[src/rtl/tex_agent.sv]
// tex_agent: core-side texture request initiator with an out-of-order pending table.
// Optional perf counters are enabled by defining TEX_AGENT_PERF_EN.
module tex_agent #(
  parameter  int NUM_LANES    = 4,
  parameter  int NUM_WARPS    = 4,
  parameter  int PENDING_SIZE = 8,
  parameter  int UUID_WIDTH   = 44,
  parameter  int PC_WIDTH     = 32,
  parameter  int RD_BITS      = 5,
  parameter  int LOD_BITS     = 4,
  parameter  int STAGE_BITS   = 1,
  localparam int WID_W        = ($clog2(NUM_WARPS) > 0) ? $clog2(NUM_WARPS) : 1,
  localparam int IDX_W        = $clog2(PENDING_SIZE),
  localparam int TAG_WIDTH    = UUID_WIDTH + IDX_W
) (
  input  logic                          clk,
  input  logic                          reset,
  input  logic                          exe_valid,
  input  logic [UUID_WIDTH-1:0]         exe_uuid,
  input  logic [WID_W-1:0]              exe_wid,
  input  logic [NUM_LANES-1:0]          exe_tmask,
  input  logic [PC_WIDTH-1:0]           exe_pc,
  input  logic [RD_BITS-1:0]            exe_rd,
  input  logic [2*NUM_LANES*32-1:0]     exe_coords,
  input  logic [NUM_LANES*LOD_BITS-1:0] exe_lod,
  input  logic [STAGE_BITS-1:0]         exe_stage,
  output logic                          exe_ready,
  output logic                          tex_req_valid,
  output logic [NUM_LANES-1:0]          tex_req_mask,
  output logic [2*NUM_LANES*32-1:0]     tex_req_coords,
  output logic [NUM_LANES*LOD_BITS-1:0] tex_req_lod,
  output logic [STAGE_BITS-1:0]         tex_req_stage,
  output logic [TAG_WIDTH-1:0]          tex_req_tag,
  input  logic                          tex_req_ready,
  input  logic                          tex_rsp_valid,
  input  logic [NUM_LANES*32-1:0]       tex_rsp_texels,
  input  logic [TAG_WIDTH-1:0]          tex_rsp_tag,
  output logic                          tex_rsp_ready,
  output logic                          commit_valid,
  output logic [UUID_WIDTH-1:0]         commit_uuid,
  output logic [WID_W-1:0]              commit_wid,
  output logic [NUM_LANES-1:0]          commit_tmask,
  output logic [PC_WIDTH-1:0]           commit_pc,
  output logic [RD_BITS-1:0]            commit_rd,
  output logic [NUM_LANES*32-1:0]       commit_data,
  input  logic                          commit_ready
`ifdef TEX_AGENT_PERF_EN
  ,
  output logic [43:0]                   perf_stall_cycles,
  output logic [43:0]                   perf_pending_sum
`endif
);

  function automatic logic [IDX_W-1:0] lowest_free(input logic [PENDING_SIZE-1:0] mask);
    logic [IDX_W-1:0] idx;
    idx = '0;
    for (int i = PENDING_SIZE - 1; i >= 0; i--) begin
      idx = mask[i] ? IDX_W'(i) : idx;
    end
    return idx;
  endfunction

  logic [PENDING_SIZE-1:0] free_q, free_d, alloc_oh_s, release_oh_s;
  logic [IDX_W:0]          count_q, count_d;
  logic                    full_s, exe_fire_s, rsp_fire_s;
  logic [IDX_W-1:0]        alloc_idx_s, rsp_idx_s;

  logic [UUID_WIDTH-1:0] tbl_uuid_q  [PENDING_SIZE];
  logic [UUID_WIDTH-1:0] tbl_uuid_d  [PENDING_SIZE];
  logic [WID_W-1:0]      tbl_wid_q   [PENDING_SIZE];
  logic [WID_W-1:0]      tbl_wid_d   [PENDING_SIZE];
  logic [NUM_LANES-1:0]  tbl_tmask_q [PENDING_SIZE];
  logic [NUM_LANES-1:0]  tbl_tmask_d [PENDING_SIZE];
  logic [PC_WIDTH-1:0]   tbl_pc_q    [PENDING_SIZE];
  logic [PC_WIDTH-1:0]   tbl_pc_d    [PENDING_SIZE];
  logic [RD_BITS-1:0]    tbl_rd_q    [PENDING_SIZE];
  logic [RD_BITS-1:0]    tbl_rd_d    [PENDING_SIZE];

  logic                          req_valid_q, req_valid_d;
  logic [NUM_LANES-1:0]          req_mask_q, req_mask_d;
  logic [2*NUM_LANES*32-1:0]     req_coords_q, req_coords_d;
  logic [NUM_LANES*LOD_BITS-1:0] req_lod_q, req_lod_d;
  logic [STAGE_BITS-1:0]         req_stage_q, req_stage_d;
  logic [TAG_WIDTH-1:0]          req_tag_q, req_tag_d;

  logic                    cm_valid_q, cm_valid_d;
  logic [UUID_WIDTH-1:0]   cm_uuid_q, cm_uuid_d;
  logic [WID_W-1:0]        cm_wid_q, cm_wid_d;
  logic [NUM_LANES-1:0]    cm_tmask_q, cm_tmask_d;
  logic [PC_WIDTH-1:0]     cm_pc_q, cm_pc_d;
  logic [RD_BITS-1:0]      cm_rd_q, cm_rd_d;
  logic [NUM_LANES*32-1:0] cm_data_q, cm_data_d;

  // Full is taken from registered state so a same-cycle release cannot raise exe_ready.
  assign full_s        = ~|free_q;
  assign alloc_idx_s   = lowest_free(free_q);
  assign rsp_idx_s     = tex_rsp_tag[IDX_W-1:0];
  assign exe_ready     = !full_s && (!req_valid_q || tex_req_ready);
  assign tex_rsp_ready = !cm_valid_q || commit_ready;
  assign exe_fire_s    = exe_valid && exe_ready;
  assign rsp_fire_s    = tex_rsp_valid && tex_rsp_ready;

  // Free mask and occupancy update; alloc and release never hit the same slot.
  always_comb begin
    alloc_oh_s   = exe_fire_s ? (PENDING_SIZE'(1) << alloc_idx_s) : '0;
    release_oh_s = rsp_fire_s ? (PENDING_SIZE'(1) << rsp_idx_s) : '0;
    free_d       = (free_q & ~alloc_oh_s) | release_oh_s;
    count_d      = count_q + (IDX_W + 1)'(exe_fire_s) - (IDX_W + 1)'(rsp_fire_s);
  end

  // Pending-table write of the warp context on instruction accept.
  always_comb begin
    tbl_uuid_d  = tbl_uuid_q;
    tbl_wid_d   = tbl_wid_q;
    tbl_tmask_d = tbl_tmask_q;
    tbl_pc_d    = tbl_pc_q;
    tbl_rd_d    = tbl_rd_q;
    if (exe_fire_s) begin
      tbl_uuid_d[alloc_idx_s]  = exe_uuid;
      tbl_wid_d[alloc_idx_s]   = exe_wid;
      tbl_tmask_d[alloc_idx_s] = exe_tmask;
      tbl_pc_d[alloc_idx_s]    = exe_pc;
      tbl_rd_d[alloc_idx_s]    = exe_rd;
    end else begin
      tbl_uuid_d[alloc_idx_s]  = tbl_uuid_q[alloc_idx_s];
    end
  end

  // Request output register; loads only when empty or draining this cycle.
  always_comb begin
    req_valid_d = exe_fire_s ? 1'b1 : (req_valid_q && !tex_req_ready);
    if (exe_fire_s) begin
      req_mask_d   = exe_tmask;
      req_coords_d = exe_coords;
      req_lod_d    = exe_lod;
      req_stage_d  = exe_stage;
      req_tag_d    = {exe_uuid, alloc_idx_s};
    end else begin
      req_mask_d   = req_mask_q;
      req_coords_d = req_coords_q;
      req_lod_d    = req_lod_q;
      req_stage_d  = req_stage_q;
      req_tag_d    = req_tag_q;
    end
  end

  // Commit register; context comes from the slot named by the echoed tag.
  always_comb begin
    cm_valid_d = rsp_fire_s ? 1'b1 : (cm_valid_q && !commit_ready);
    if (rsp_fire_s) begin
      cm_uuid_d  = tbl_uuid_q[rsp_idx_s];
      cm_wid_d   = tbl_wid_q[rsp_idx_s];
      cm_tmask_d = tbl_tmask_q[rsp_idx_s];
      cm_pc_d    = tbl_pc_q[rsp_idx_s];
      cm_rd_d    = tbl_rd_q[rsp_idx_s];
      cm_data_d  = tex_rsp_texels;
    end else begin
      cm_uuid_d  = cm_uuid_q;
      cm_wid_d   = cm_wid_q;
      cm_tmask_d = cm_tmask_q;
      cm_pc_d    = cm_pc_q;
      cm_rd_d    = cm_rd_q;
      cm_data_d  = cm_data_q;
    end
  end

  // Control state with synchronous reset.
  always_ff @(posedge clk) begin
    if (reset) begin
      free_q      <= '1;
      count_q     <= '0;
      req_valid_q <= 1'b0;
      cm_valid_q  <= 1'b0;
    end else begin
      free_q      <= free_d;
      count_q     <= count_d;
      req_valid_q <= req_valid_d;
      cm_valid_q  <= cm_valid_d;
    end
  end

  // Payload state; only meaningful while the matching valid/busy bit is set.
  always_ff @(posedge clk) begin
    tbl_uuid_q   <= tbl_uuid_d;
    tbl_wid_q    <= tbl_wid_d;
    tbl_tmask_q  <= tbl_tmask_d;
    tbl_pc_q     <= tbl_pc_d;
    tbl_rd_q     <= tbl_rd_d;
    req_mask_q   <= req_mask_d;
    req_coords_q <= req_coords_d;
    req_lod_q    <= req_lod_d;
    req_stage_q  <= req_stage_d;
    req_tag_q    <= req_tag_d;
    cm_uuid_q    <= cm_uuid_d;
    cm_wid_q     <= cm_wid_d;
    cm_tmask_q   <= cm_tmask_d;
    cm_pc_q      <= cm_pc_d;
    cm_rd_q      <= cm_rd_d;
    cm_data_q    <= cm_data_d;
  end

  assign tex_req_valid  = req_valid_q;
  assign tex_req_mask   = req_mask_q;
  assign tex_req_coords = req_coords_q;
  assign tex_req_lod    = req_lod_q;
  assign tex_req_stage  = req_stage_q;
  assign tex_req_tag    = req_tag_q;
  assign commit_valid   = cm_valid_q;
  assign commit_uuid    = cm_uuid_q;
  assign commit_wid     = cm_wid_q;
  assign commit_tmask   = cm_tmask_q;
  assign commit_pc      = cm_pc_q;
  assign commit_rd      = cm_rd_q;
  assign commit_data    = cm_data_q;

`ifdef TEX_AGENT_PERF_EN
  logic [43:0] stall_q, stall_d, psum_q, psum_d;

  // Perf counters wrap naturally at 2^44.
  always_comb begin
    stall_d = stall_q + 44'(exe_valid && !exe_ready);
    psum_d  = psum_q + 44'(count_q);
  end

  // Perf counter state.
  always_ff @(posedge clk) begin
    if (reset) begin
      stall_q <= 44'd0;
      psum_q  <= 44'd0;
    end else begin
      stall_q <= stall_d;
      psum_q  <= psum_d;
    end
  end

  assign perf_stall_cycles = stall_q;
  assign perf_pending_sum  = psum_q;
`endif

  tex_agent_checker #(
    .PENDING_SIZE (PENDING_SIZE),
    .IDX_W        (IDX_W),
    .UUID_WIDTH   (UUID_WIDTH)
  ) u_checker (
    .clk           (clk),
    .reset         (reset),
    .rsp_fire      (rsp_fire_s),
    .rsp_slot_free (free_q[rsp_idx_s]),
    .rsp_uuid      (tex_rsp_tag[TAG_WIDTH-1:IDX_W]),
    .slot_uuid     (tbl_uuid_q[rsp_idx_s]),
    .count         (count_q)
  );

endmodule

// Protocol checks: responses must target an allocated slot and echo its uuid.
module tex_agent_checker #(
  parameter int PENDING_SIZE = 8,
  parameter int IDX_W        = 3,
  parameter int UUID_WIDTH   = 44
) (
  input logic                  clk,
  input logic                  reset,
  input logic                  rsp_fire,
  input logic                  rsp_slot_free,
  input logic [UUID_WIDTH-1:0] rsp_uuid,
  input logic [UUID_WIDTH-1:0] slot_uuid,
  input logic [IDX_W:0]        count
);
  a_rsp_slot_busy: assert property (@(posedge clk) disable iff (reset) rsp_fire |-> !rsp_slot_free);
  a_rsp_uuid_match: assert property (@(posedge clk) disable iff (reset) rsp_fire |-> (rsp_uuid == slot_uuid));
  a_count_bound: assert property (@(posedge clk) disable iff (reset) count <= (IDX_W + 1)'(PENDING_SIZE));
endmodule

[config.mk]
export PLATFORM = sky130hd
export DESIGN_NAME = tex_agent
export DESIGN_NICKNAME = d
export VERILOG_FILES = /design/src/rtl/tex_agent.sv
export SDC_FILE = /design/constraint.sdc
export NUM_CORES = 2
export LEC_CHECK = 0
export CORE_AREA = 2 2 427 429
export CTS_CLUSTER_SIZE = 14
export DETAILED_ROUTE_END_ITERATION = 16
export DIE_AREA = 0 0 429 431
export PLACE_DENSITY = 0.55
export SLEW_MARGIN = 15
export SYNTH_ARGS = -nofsm -noshare
export SYNTH_HDL_FRONTEND = slang
export SYNTH_SLANG_ARGS = --single-unit
export TNS_END_PERCENT = 10
[constraint.sdc]
create_clock -name clk -period 13.54 [get_ports clk]
set_input_delay 4.062 -clock clk [delete_from_list [all_inputs] [get_ports clk]]
set_output_delay 4.062 -clock clk [all_outputs]
set_load 0.02 [all_outputs]
# ---- After elaboration in Yosys (flattened, before gate mapping)
# Cells that the tools add are included.
dict set report word_totals {
  register_bits 1245
  latch_bits 0
  mem_bits_rw 0
  romBits 0
  word_cells 124
  memories 0
}
dict set report classes {
  add_sub_neg 0
  n_mul 0
  n_div 0
  order_cmp 3
  eq_ne 0
  n_shift 2
  mux 47
  bitwise_logic 5
  n_reduce_logical 13
}
# cell count
set ops {}
lappend ops {{$bwmux W352} 2}
lappend ops {{$mux W352} 1}
lappend ops {{$bmux W44 S3} 2}
lappend ops {{$bwmux W256} 1}
lappend ops {{$mux W44} 5}
lappend ops {{$demux W44 S3} 1}
lappend ops {{$bmux W32 S3} 1}
lappend ops {{$demux W32 S3} 1}
lappend ops {{$mux W32} 3}
lappend ops {{$bwmux W40} 1}
lappend ops {{$bwmux W32} 1}
lappend ops {{$mux W3} 8}
lappend ops {{$bwmux W16} 1}
lappend ops {{$mux W8} 2}
lappend ops {{$shl A1 B3 Y8 const A} 2}
lappend ops {{$bmux W5 S3} 1}
lappend ops {{$demux W5 S3} 1}
lappend ops {{$mux W5} 3}
lappend ops {{$bmux W4 S3} 1}
lappend ops {{$demux W4 S3} 1}
lappend ops {{$mux W4} 3}
lappend ops {{$and A8 B8 Y8} 1}
lappend ops {{$ge A4 B4 Y1 const B} 2}
lappend ops {{$not A3 Y4} 2}
lappend ops {{11 further kinds} 23}

# ---- Logic depth before layout (Yosys ltp)
dict set report logic_depth {
  ltp_word 15
  depth_mapped 9
  ltp_nobuf 6
}

# ---- Worst setup path after synthesis
# No wires, ideal clock.
dict set report synth_path {
  path_type {input port to flip-flop}
  startpoint {input tex_req_ready}
  endpoint {register req_coords_q[0] (netlist: tex_req_coords[0]) (enable)}
  arrival_time_ns 11.167
  path_slack_ns 1.701
  path_stages 5
  path_cell_list {nand2b_1 > inv_1 > a41oi_1 > nand2_1 > inv_1}
}
dict set report synth_between {
  elab_chain_len 3
}
# item line
set synth_lines {}
lappend synth_lines {{start, declared} 34} ;# input logic tex_req_ready,
lappend synth_lines {{$logic_or A1 B1 Y1} 98} ;# assign exe_ready = !full_s && (!req_valid_q || tex_req_ready);
lappend synth_lines {{$logic_and A1 B1 Y1} 98}
lappend synth_lines {{named net exe_ready} 27} ;# output logic exe_ready,
lappend synth_lines {{$logic_and A1 B1 Y1} 100} ;# assign exe_fire_s = exe_valid && exe_ready;
lappend synth_lines {{end signal, assigned} 190} ;# req_coords_q <= req_coords_d;
lappend synth_lines {{end, declared} 81} ;# logic [2*NUM_LANES*32-1:0] req_coords_q, req_coords_d;
# The timed path passes the listed nets, and every way through them passes these cells.
# A chain may end at the register's enable or synchronous reset.

# ---- Worst setup path after layout
dict set report layout_path {
  startpoint {input tex_req_ready}
  endpoint {output exe_ready}
}
dict set report layout_between {
  elab_chain_len 2
}
# item line
set layout_lines {}
lappend layout_lines {{$logic_or A1 B1 Y1} 98}
lappend layout_lines {{$logic_and A1 B1 Y1} 98}
lappend layout_lines {{end, declared} 27}
# No other way between the ends.

==> results.sh <==
export IMPL_cts_setup_buffers=0
export IMPL_skew_ns=0.0245
export IMPL_startpoint="tex_req_ready"
export IMPL_hold_class="reg -> reg"
export IMPL_timing_setup_tns_ns=0
export IMPL_ys_seq_area_share_pct=73.1
export IMPL_wire_per_inst_um=32.2
export IMPL_postLayoutCellArea_sq_um=68400
export IMPL_setup_worst_path_start_class="primary input"
export IMPL_rsz0062_at_grt="false"
export IMPL_syn_nets=3105
export IMPL_drc=0
export IMPL_die_x_um=429
export IMPL_tightest_slew_ns=1.24
export IMPL_antenna_found_initial=52
export IMPL_yosysMostFrequentCell="edfxtp_1"
export IMPL_nets=4102
export IMPL_relSlewSlack_pct=17.1
export IMPL_ff2ff_setup_slack_ns=8.46
export IMPL_multi_input_area_sq_um=12500
export IMPL_cts_hold_buf=0
export IMPL_drt_pre_antenna_iters=5
export IMPL_yosys_warnings=0
export IMPL_cpMaxStageDelayCell="clkdlybuf4s50_1"
export IMPL_crit_path_end_kind="output port"
export IMPL_crit_fanout=5
export IMPL_yosysTopAreaCell="edfxtp_1"
export IMPL_period_minus_slack_ns=10.30
export IMPL_cts_tree="built"
export IMPL_path_cells="clkdlybuf4s50_1 -> nand2b_1 -> inv_1 -> a41oi_1 -> clkdlybuf4s50_1"
export IMPL_hold_violations=0
export IMPL_dp_hpwl_um=127000
export IMPL_postRouteAntennaNets=0
export IMPL_wl_um=195000
export IMPL_root_buffer="clkbuf_16"
export IMPL_power_leakage_nw=21.7
export IMPL_synth_edf_count=1235
export IMPL_maxCapViolCount=0
export IMPL_htreeDepth=4
export IMPL_num_vias=31100
export IMPL_whs_path_depth=2
export IMPL_report_final_slew_viol_count=0
export IMPL_status="completed"
export IMPL_synthToLayoutAreaGrowth_pct=34.1
export IMPL_cpPeakStageDelay_ns=0.73
export IMPL_drt_iter0_drc=2853
export IMPL_track_usage_pct=20.5
export IMPL_netlist_instances=2564
export IMPL_die_height_um=431
export IMPL_clk_pin_slew_ns=0.05
export IMPL_power_w=0.00922
export IMPL_insertion_delay_ns=0.80
export IMPL_synth_ff_type="edfxtp_1"
export IMPL_io_buffers=1039
export IMPL_rows=156
export IMPL_finalSetupViolations=0
export IMPL_cp_arrival_ns=6.24
export IMPL_grt_ovfl_total=0
export IMPL_grt_pass1_wl_um=264000
export IMPL_dpl_instance_area_sq_um=63900
export IMPL_yosys_top_cells_count="edfxtp_1, a22o_1, mux4_2, clkbuf_1, o32ai_1"
export IMPL_ys_top_cells_by_area="edfxtp_1, mux4_2, a22o_1, mux2_2, o32ai_1"
export IMPL_critical_path_required_ns=9.48
export IMPL_r2r_start="free_q[1]"
export IMPL_initial_utilization_pct=28.3
export IMPL_r2r_end="tbl_tmask_q[2]"
export IMPL_layout_drive_gt1_share_pct=18.0
export IMPL_cts_resized=0
export IMPL_cellPowerDensity_nw_per_um2=135
export IMPL_gp_congestion=0.798
export IMPL_fp_dieArea_sq_um=185000
export IMPL_core_area_sq_um=180000
export IMPL_fin_crit_sh_pct=76.1
export IMPL_cpMostUsedCell="clkdlybuf4s50_1"
export IMPL_synth_avg_cell_area_sq_um=19.9
export IMPL_grt_max_degree=116
export IMPL_peakVddDrop_uv=118
export IMPL_num_fill_cells=16600
export IMPL_syn_area_sq_um=51000
export IMPL_crit_path_end="exe_ready"
export IMPL_ff2ff_path_depth=8
export IMPL_placed_cells=5786
export IMPL_async_flop_share_pct=0
export IMPL_clock_path_buffers=3
export IMPL_register_area_sq_um=37300
export IMPL_grt_pass1_vias=31300
export IMPL_ys_seq_elements=1245
export IMPL_io_pins=1084
export IMPL_vias_per_cell=5.15
export IMPL_cts_sinks=1245
export IMPL_fmax_ghz=0.0971
export IMPL_critPathKind="in -> out"
export IMPL_fin_cells=6048
export IMPL_ys_types=55
export IMPL_synth_top_cell_area_share_pct=72.7
export IMPL_cts_buffers=143
==> metal layers <==
metal | GRT usage (%) | vias to the layer above | part of all wire (%) | routed length (um)
li1 | - | 13100 | - | -
met1 | 22.1 | 16200 | 34 | 66900
met2 | 38.9 | 1528 | 55 | 107000
met3 | 5.60 | 305 | 7.8 | 15300
met4 | 6.21 | 62 | 2.9 | 5700
met5 | 0 | - | 0.20 | 396
==> metrics by stage <==
| stage | worst slack, ns | hold WS (ns) | utilization (%) |
|---|---|---|---|
| after floorplan | 1.70 | 0.522 | - |
| after global placement | 3.08 | 0.553 | 35.5 |
| after detailed placement | 3.16 | 0.547 | 35.5 |
| after CTS | 3.15 | 0.563 | 37.9 |
| after global routing | 3.19 | 0.603 | 37.9 |
| final | 3.24 | 0.567 | 38.0 |
==> cells by family (layout without fill, tap and decap cells) <==
logic type | Yosys count | in the layout | share of synthesized area (%)
AO/OA/AOI/OAI | 644 | 644 | 13.1
flip-flops | 1245 | 1245 | 73.1
multiplexers | 261 | 261 | 9.60
AND/OR/NAND/NOR | 102 | 102 | 1.37
buffers and inverters | 312 | 1416 | 2.79
other | 0 | 10 | 0
==> sequential cells by signal, indices dropped and copies added, names as in the netlist <==
register	flops
tex_req_stage	1
commit_pc	32
tex_req_coords	256
commit_valid	1
tex_req_tag	47
commit_wid	2
tex_req_valid	1
commit_uuid	44
tbl_pc_q	256
tex_req_lod	16
tbl_rd_q	40
commit_data	128
commit_rd	5
commit_tmask	4
tbl_uuid_q	352
tbl_tmask_q	32
tex_req_mask	4
free_q	8
tbl_wid_q	16
==> worst max-delay path, delay by kind of cell <==
family	cells	cell delay [ns]
buffers and inverters	3	1.26
AOI/OAI and AO/OA	1	0.52
and+or+nand+nor	1	0.38
==> worst min-delay path by stage <==
stage	startpoint	end	slack [ns]
final	commit_valid	commit_valid	0.57
after global routing	commit_valid	commit_valid	0.60
after CTS	commit_valid	commit_valid	0.56
after detailed placement	commit_valid	commit_valid	0.55
after global placement	commit_valid	commit_valid	0.55
after floorplan	free_q[7]	free_q[7]	0.52
==> power breakdown <==
group          total [W]  switching, W  leakage [nW]  internal (W)
sequential       0.00448     0.0000571          11.4       0.00442
combinational    0.00102      0.000568          8.21      0.000447
clock            0.00373       0.00160          2.15       0.00213
==> layout by cell type (no fill, tap or decap), drive strengths merged, types with 44 or more instances in the layout <==
master	count
clkbuf	176
mux4	174
inv	62
a22o	352
or3	45
clkdlybuf4s50	1036
o221ai	44
buf	73
a2111oi	88
edfxtp	1235
mux2	87
o32ai	132
clkinv	56
==> layout make-up <==
| class | instances | share of cell area [%] |
|---|---|---|
| sequential | 1245 | 54.5 |
| multi-input combinational | 1007 | 18.3 |
| timing repair buffer | 1109 | 16.0 |
| clock buffer | 176 | 5.54 |
| tap | 2370 | 4.34 |
| clock inverter | 76 | 0.946 |
| inverter | 55 | 0.320 |
| antenna | 10 | 0.0366 |
Power figures use the tool's default switching activity.
